<file path="config.mk">
export PLATFORM = sky130hd
export DESIGN_NAME = skin_div_arbiter
export DESIGN_NICKNAME = d
export VERILOG_FILES = /design/src/rtl/skin_div_arbiter.sv
export SDC_FILE = /design/constraint.sdc
export NUM_CORES = 1
export LEC_CHECK = 0
export ABC_AREA = 0
export CELL_PAD_IN_SITES_DETAIL_PLACEMENT = 0
export CELL_PAD_IN_SITES_GLOBAL_PLACEMENT = 1
export CORE_UTILIZATION = 28
export DETAILED_ROUTE_END_ITERATION = 12
export MAX_ROUTING_LAYER = met4
export PLACE_DENSITY_LB_ADDON = 0.1
export SYNTH_ARGS = -nofsm -noshare
export SYNTH_HDL_FRONTEND = slang
export SYNTH_SLANG_ARGS = --single-unit
</file>
<file path="constraint.sdc">
create_clock -name clk -period 16.6 [get_ports clk]
set_clock_uncertainty 0.2 [all_clocks]
set_input_delay 2.49 -clock clk [delete_from_list [all_inputs] [get_ports clk]]
set_output_delay 2.49 -clock clk [all_outputs]
set_load 0.02 [all_outputs]
</file>
<file path="src/rtl/skin_div_arbiter.sv">
// Round-robin arbiter sharing one pipelined divider between the Cb and Cr transforms.
// Each issued operation carries a {valid, id, dbz} tag that steers the returning result.
module skin_div_arbiter #(
    parameter int DIVIDEND_W  = 24,
    parameter int DIVISOR_W   = 16,
    parameter int FRAC_W      = 8,
    parameter int DIV_LATENCY = 28
) (
    input  logic                  clk,
    input  logic                  rst,
    input  logic                  cb_req_valid,
    output logic                  cb_req_ready,
    input  logic [DIVIDEND_W-1:0] cb_dividend,
    input  logic [DIVISOR_W-1:0]  cb_divisor,
    input  logic                  cr_req_valid,
    output logic                  cr_req_ready,
    input  logic [DIVIDEND_W-1:0] cr_dividend,
    input  logic [DIVISOR_W-1:0]  cr_divisor,
    input  logic                  div_rfd,
    output logic [DIVIDEND_W-1:0] div_dividend,
    output logic [DIVISOR_W-1:0]  div_divisor,
    input  logic [DIVIDEND_W-1:0] div_quotient,
    input  logic [FRAC_W-1:0]     div_fractional,
    output logic                  cb_res_valid,
    output logic [DIVIDEND_W-1:0] cb_res_quotient,
    output logic [FRAC_W-1:0]     cb_res_fractional,
    output logic                  cb_res_dbz,
    output logic                  cr_res_valid,
    output logic [DIVIDEND_W-1:0] cr_res_quotient,
    output logic [FRAC_W-1:0]     cr_res_fractional,
    output logic                  cr_res_dbz,
    output logic                  idle
);

    typedef enum logic {PTR_CB = 1'b0, PTR_CR = 1'b1} ptr_t;

    typedef struct packed {
        logic valid;
        logic id;
        logic dbz;
    } tag_t;

    ptr_t                  r_ptr;
    ptr_t                  w_ptr_next;
    logic                  w_cb_grant;
    logic                  w_cr_grant;
    logic                  w_grant;
    logic                  w_dbz;
    logic [DIVIDEND_W-1:0] w_dividend;
    logic [DIVISOR_W-1:0]  w_divisor;
    logic                  w_busy;
    tag_t                  w_ret;
    tag_t                  r_issue;
    tag_t                  r_tag [0:DIV_LATENCY];

    assign cb_req_ready = div_rfd & (~cr_req_valid | (r_ptr == PTR_CB));
    assign cr_req_ready = div_rfd & (~cb_req_valid | (r_ptr == PTR_CR));
    assign w_cb_grant   = cb_req_valid & cb_req_ready;
    assign w_cr_grant   = cr_req_valid & cr_req_ready;
    assign w_grant      = w_cb_grant | w_cr_grant;
    assign w_ret        = r_tag[DIV_LATENCY];

    always_ff @(posedge clk or posedge rst) begin
        if (rst) r_ptr <= PTR_CB;
        else     r_ptr <= w_ptr_next;
    end

    always_comb begin
        w_ptr_next = r_ptr;
        w_dividend = cb_dividend;
        w_divisor  = cb_divisor;
        if (w_cb_grant) begin
            w_ptr_next = PTR_CR;
        end else if (w_cr_grant) begin
            w_ptr_next = PTR_CB;
            w_dividend = cr_dividend;
            w_divisor  = cr_divisor;
        end
        w_dbz = (w_divisor == '0);
    end

    // Zero divisors issue 0/1 so the core never sees an undefined operation.
    always_ff @(posedge clk or posedge rst) begin
        if (rst) begin
            div_dividend <= '0;
            div_divisor  <= '0;
        end else if (w_grant) begin
            div_dividend <= w_dbz ? '0 : w_dividend;
            div_divisor  <= w_dbz ? DIVISOR_W'(1) : w_divisor;
        end
    end

    // Issue tag sits beside the operand register; the core captures one edge later.
    always_ff @(posedge clk or posedge rst) begin
        if (rst) begin
            r_issue <= '0;
            for (int unsigned i = 0; i <= DIV_LATENCY; i++) r_tag[i] <= '0;
        end else begin
            r_issue  <= '{valid: w_grant, id: w_cr_grant, dbz: w_dbz};
            r_tag[0] <= r_issue;
            for (int unsigned i = 1; i <= DIV_LATENCY; i++) r_tag[i] <= r_tag[i-1];
        end
    end

    always_ff @(posedge clk or posedge rst) begin
        if (rst) begin
            cb_res_valid      <= 1'b0;
            cb_res_quotient   <= '0;
            cb_res_fractional <= '0;
            cb_res_dbz        <= 1'b0;
            cr_res_valid      <= 1'b0;
            cr_res_quotient   <= '0;
            cr_res_fractional <= '0;
            cr_res_dbz        <= 1'b0;
        end else begin
            cb_res_valid <= w_ret.valid & ~w_ret.id;
            cr_res_valid <= w_ret.valid & w_ret.id;
            if (w_ret.valid & ~w_ret.id) begin
                cb_res_quotient   <= w_ret.dbz ? '1 : div_quotient;
                cb_res_fractional <= w_ret.dbz ? '0 : div_fractional;
                cb_res_dbz        <= w_ret.dbz;
            end
            if (w_ret.valid & w_ret.id) begin
                cr_res_quotient   <= w_ret.dbz ? '1 : div_quotient;
                cr_res_fractional <= w_ret.dbz ? '0 : div_fractional;
                cr_res_dbz        <= w_ret.dbz;
            end
        end
    end

    always_comb begin
        w_busy = r_issue.valid | cb_res_valid | cr_res_valid;
        for (int unsigned i = 0; i <= DIV_LATENCY; i++) w_busy = w_busy | r_tag[i].valid;
    end

    assign idle = ~cb_req_valid & ~cr_req_valid & ~w_busy;

endmodule

</file>
# == Word level (Yosys, flattened, before mapping) ==
# Index checks and enable logic that the tools add are counted.
# W data, S select, Z words.
# totals
register_bits,199
elab_cells,160
# op_classes
muxes,10
bitwise,47
reduce_logical,2
# ops
op,n
$mux W24,4
$mux W16,3
$or A1 B1 Y1,34
$logic_not A16 Y1,1
$and A1 B1 Y1,8
$mux W8,1
$not A1 Y1,5
$mux W1,2
$reduce_bool A2 Y1,1

# == Longest topological paths before layout ==
# depth
depth_word,33
depth_mapped,6
depth_no_buf,4

# == Worst setup path after synthesis ==
# Ideal clock, no wire load.
# synth_path
path_kind,input to output
from,input port cr_req_valid
to,output port idle
t_arrival_ns,3.445
required_time_ns,13.910
setup_slack_ns,10.465
path_stages,3
path_cell_list,or4_1 nor4_1 and4_1
# synth_via
elab_chain_len,3
# synth_lines
item,line,text
from (decl),15,"input logic cr_req_valid,"
$not A1 Y1,136,assign idle = ~cb_req_valid & ~cr_req_valid & ~w_busy;
$and A1 B1 Y1 (2 in series),136,
to (decl),32,output logic idle
# Every way passes these cells.

# == Final worst setup path ==
# Same ends and word-level chain as after synthesis.

==> results.sh <==
export IMPL_antenna_found_initial=0
export IMPL_synth_top_area_share=0.731
export IMPL_postCtsSetupRepairBufs=0
export IMPL_period_share=0.445
export IMPL_postCtsResizedCells=0
export IMPL_final_cell_mix="clkdlybuf4s50_1, dfrtp_1, nand2_1"
export IMPL_startpoint_type="input port"
export IMPL_numPlacedInstances=1047
export IMPL_tightest_slew_ns=1.15
export IMPL_syn_area_per_cell_um2=12.9
export IMPL_start_util=0.288
export IMPL_clock_fmax_mhz=135
export IMPL_drive_gt1_frac=0.0592
export IMPL_viasPerCell=4.34
export IMPL_place_area_um2=9380
export IMPL_setup_ws_ns=9.21
export IMPL_required_ns=13.91
export IMPL_cts_sinks=199
export IMPL_layout_commonest_cell="clkdlybuf4s50_1"
export IMPL_clock_power_share=0.331
export IMPL_setup_violations=0
export IMPL_netlist_instances=527
export IMPL_nets=864
export IMPL_pwr_density_cell_nw_per_um2=125
export IMPL_first_global_vias=4865
export IMPL_hold_class="reg2reg"
export IMPL_synth_area_um2=6810
export IMPL_power_mw=1.25
export IMPL_comb_power_share=0.213
export IMPL_internal_power_mw=0.905
export IMPL_clock_path_buffers=2
export IMPL_antenna_left=0
export IMPL_end_kind="output port"
export IMPL_die_h_um=158
export IMPL_ys_seq_area_frac=0.731
export IMPL_fin_crit_ns=7.39
export IMPL_p_leak_nw=4.40
export IMPL_drt_iter0_markers=218
export IMPL_core_rowCount=56
export IMPL_utilization=0.421
export IMPL_cts_clk_slew_worst_paths_ns=0.07
export IMPL_ys_types=28
export IMPL_placement_setup_worst_slack_ns=9.15
export IMPL_clock_root_buffer="clkbuf_16"
export IMPL_fp_dieW_um=158
export IMPL_r2r_end="div_dividend[0]"
export IMPL_synthTopCellsByArea="dfrtp_1, nand2_1, o21ai_0"
export IMPL_worst_hold_slack_ns=0.146
export IMPL_globalplace_congestion=0.848
export IMPL_hold_viol=0
export IMPL_postCtsHoldBufs=0
export IMPL_reg2reg_depth=4
export IMPL_synth_seq_cells=199
export IMPL_drc=0
export IMPL_rrSetupSlack_ns=14.12
export IMPL_numCtsBuffers=17
export IMPL_slew_viol_final=0
export IMPL_finalSetupTns_ns=0
export IMPL_synth_top_cell_by_area="dfrtp_1"
export IMPL_io_pins=228
export IMPL_timing_max_cap_violations=0
export IMPL_vias=4680
export IMPL_antenna_diode_count=0
export IMPL_grt_max_degree=117
export IMPL_clock_latency_ns=0.42
export IMPL_p_sw_mw=0.340
export IMPL_peakVddDrop_mv=0.0500
export IMPL_r2r_start="r_ptr"
export IMPL_die_area_um2=25000
export IMPL_grt_overflow_total=0
export IMPL_wirelength_um=16900
export IMPL_worstSetupEndpoint="idle"
export IMPL_crit_fanout=5
export IMPL_hpwl_um=11300
export IMPL_critical_path_class="in2out"
export IMPL_area_growth_synth_to_final_pct=46.4
export IMPL_firstDrtPassIters=5
export IMPL_crit_arrival_ns=4.70
export IMPL_relSlewSlack=0.232
export IMPL_io_buffer_count=227
export IMPL_final_area_um2=9970
export IMPL_switching_share=0.273
export IMPL_grt_pass1_wl_um=26400
export IMPL_seq_power_share=0.457
export IMPL_wl_per_cell_um=15.7
export IMPL_yosysWarnings=0
export IMPL_instances_no_fill=1079
export IMPL_crit_start="cr_req_valid"
export IMPL_syn_num_nets=644
export IMPL_grt_usage=0.144
export IMPL_rsz0062_at_grt="no"
export IMPL_cts_tree="done"
export IMPL_h_tree_depth=4
export IMPL_core_area_um2=23700
export IMPL_status="finished clean"
-- critical path, cell delays in order --
cell	delay, ns
clkdlybuf4s50_1	0.53
or4_1	0.62
nor4_1	0.22
and4_1	0.24
clkdlybuf4s50_1	0.61
-- synthesized netlist by cell type --
cell type  instances
and2_1            25
clkbuf_1          19
a31oi_1            1
nor4_1            16
a21oi_1            1
o21ai_0           55
a21boi_0           1
dfrtp_1          199
a221oi_2           1
a221o_1           24
mux2_1             1
mux2_2             1
nor3b_4            1
nor2b_1            1
mux2i_1           15
nand2_1           81
o21ai_1           26
buf_6              6
and4_1             2
or4_1              1
nand2b_1          10
buf_1              2
buf_2              3
inv_1              6
nor2_1            25
buf_4              1
and3_4             1
nand4_1            2
-- registers in the layout, summed over array words and instances (netlist names) --
name,flops
cb_res_valid,1
cb_res_fractional,8
r_tag,87
r_issue,3
cr_res_quotient,24
cr_res_valid,1
div_divisor,16
cr_res_dbz,1
cr_res_fractional,8
cb_res_quotient,24
r_ptr,1
div_dividend,24
cb_res_dbz,1
-- how the worst min path moves through the flow --
stage	slack [ns]	depth (start not counted)	to	startpoint
final	0.15	0	r_tag[40]	r_tag[43]
after detailed placement	0.13	0	r_tag[34]	r_tag[37]
after CTS	0.15	0	r_tag[48]	r_tag[51]
after floorplan	0.13	0	r_tag[0]	r_tag[3]
after global routing	0.15	0	r_tag[34]	r_tag[37]
after global placement	0.13	0	r_tag[82]	r_tag[85]
-- metal layers --
layer  vias up  global-route usage  wire (um)
met4         0              0.0453        218
met3        16              0.0545       1560
met2       195               0.205       7420
li1       2238                   -          -
met5         -                   -          0
met1      2231               0.188       7710
-- cell families (layout without fill, tap and decap cells) --
logic type	after synthesis	count (layout)	share of synthesized area
compound gates	109	109	0.0997
buf+inv	37	270	0.0281
simple gates	165	165	0.116
mux	17	17	0.0253
flops	199	199	0.731
-- cell type report --
class                      count  area [um2]
fill                        2290       13700
sequential                   199        4980
timing repair buffer         232        2310
multi-input combinational    291        1660
clock buffer                  21         470
tap                          319         399
clock inverter                11         123
inverter                       6        30.0
-- power by group through the flow --
stage	combinational [mW]	sequential [mW]	clock (mW)
5_1_grt	0.287	0.577	0.447
6_report	0.265	0.569	0.412
4_1_cts	0.269	0.570	0.427
2_1_floorplan	0.0637	0.633	0
3_3_place_gp	0.266	0.577	0
3_5_place_dp	0.268	0.578	0
No activity file was read; power rests on OpenSTA's default activity.
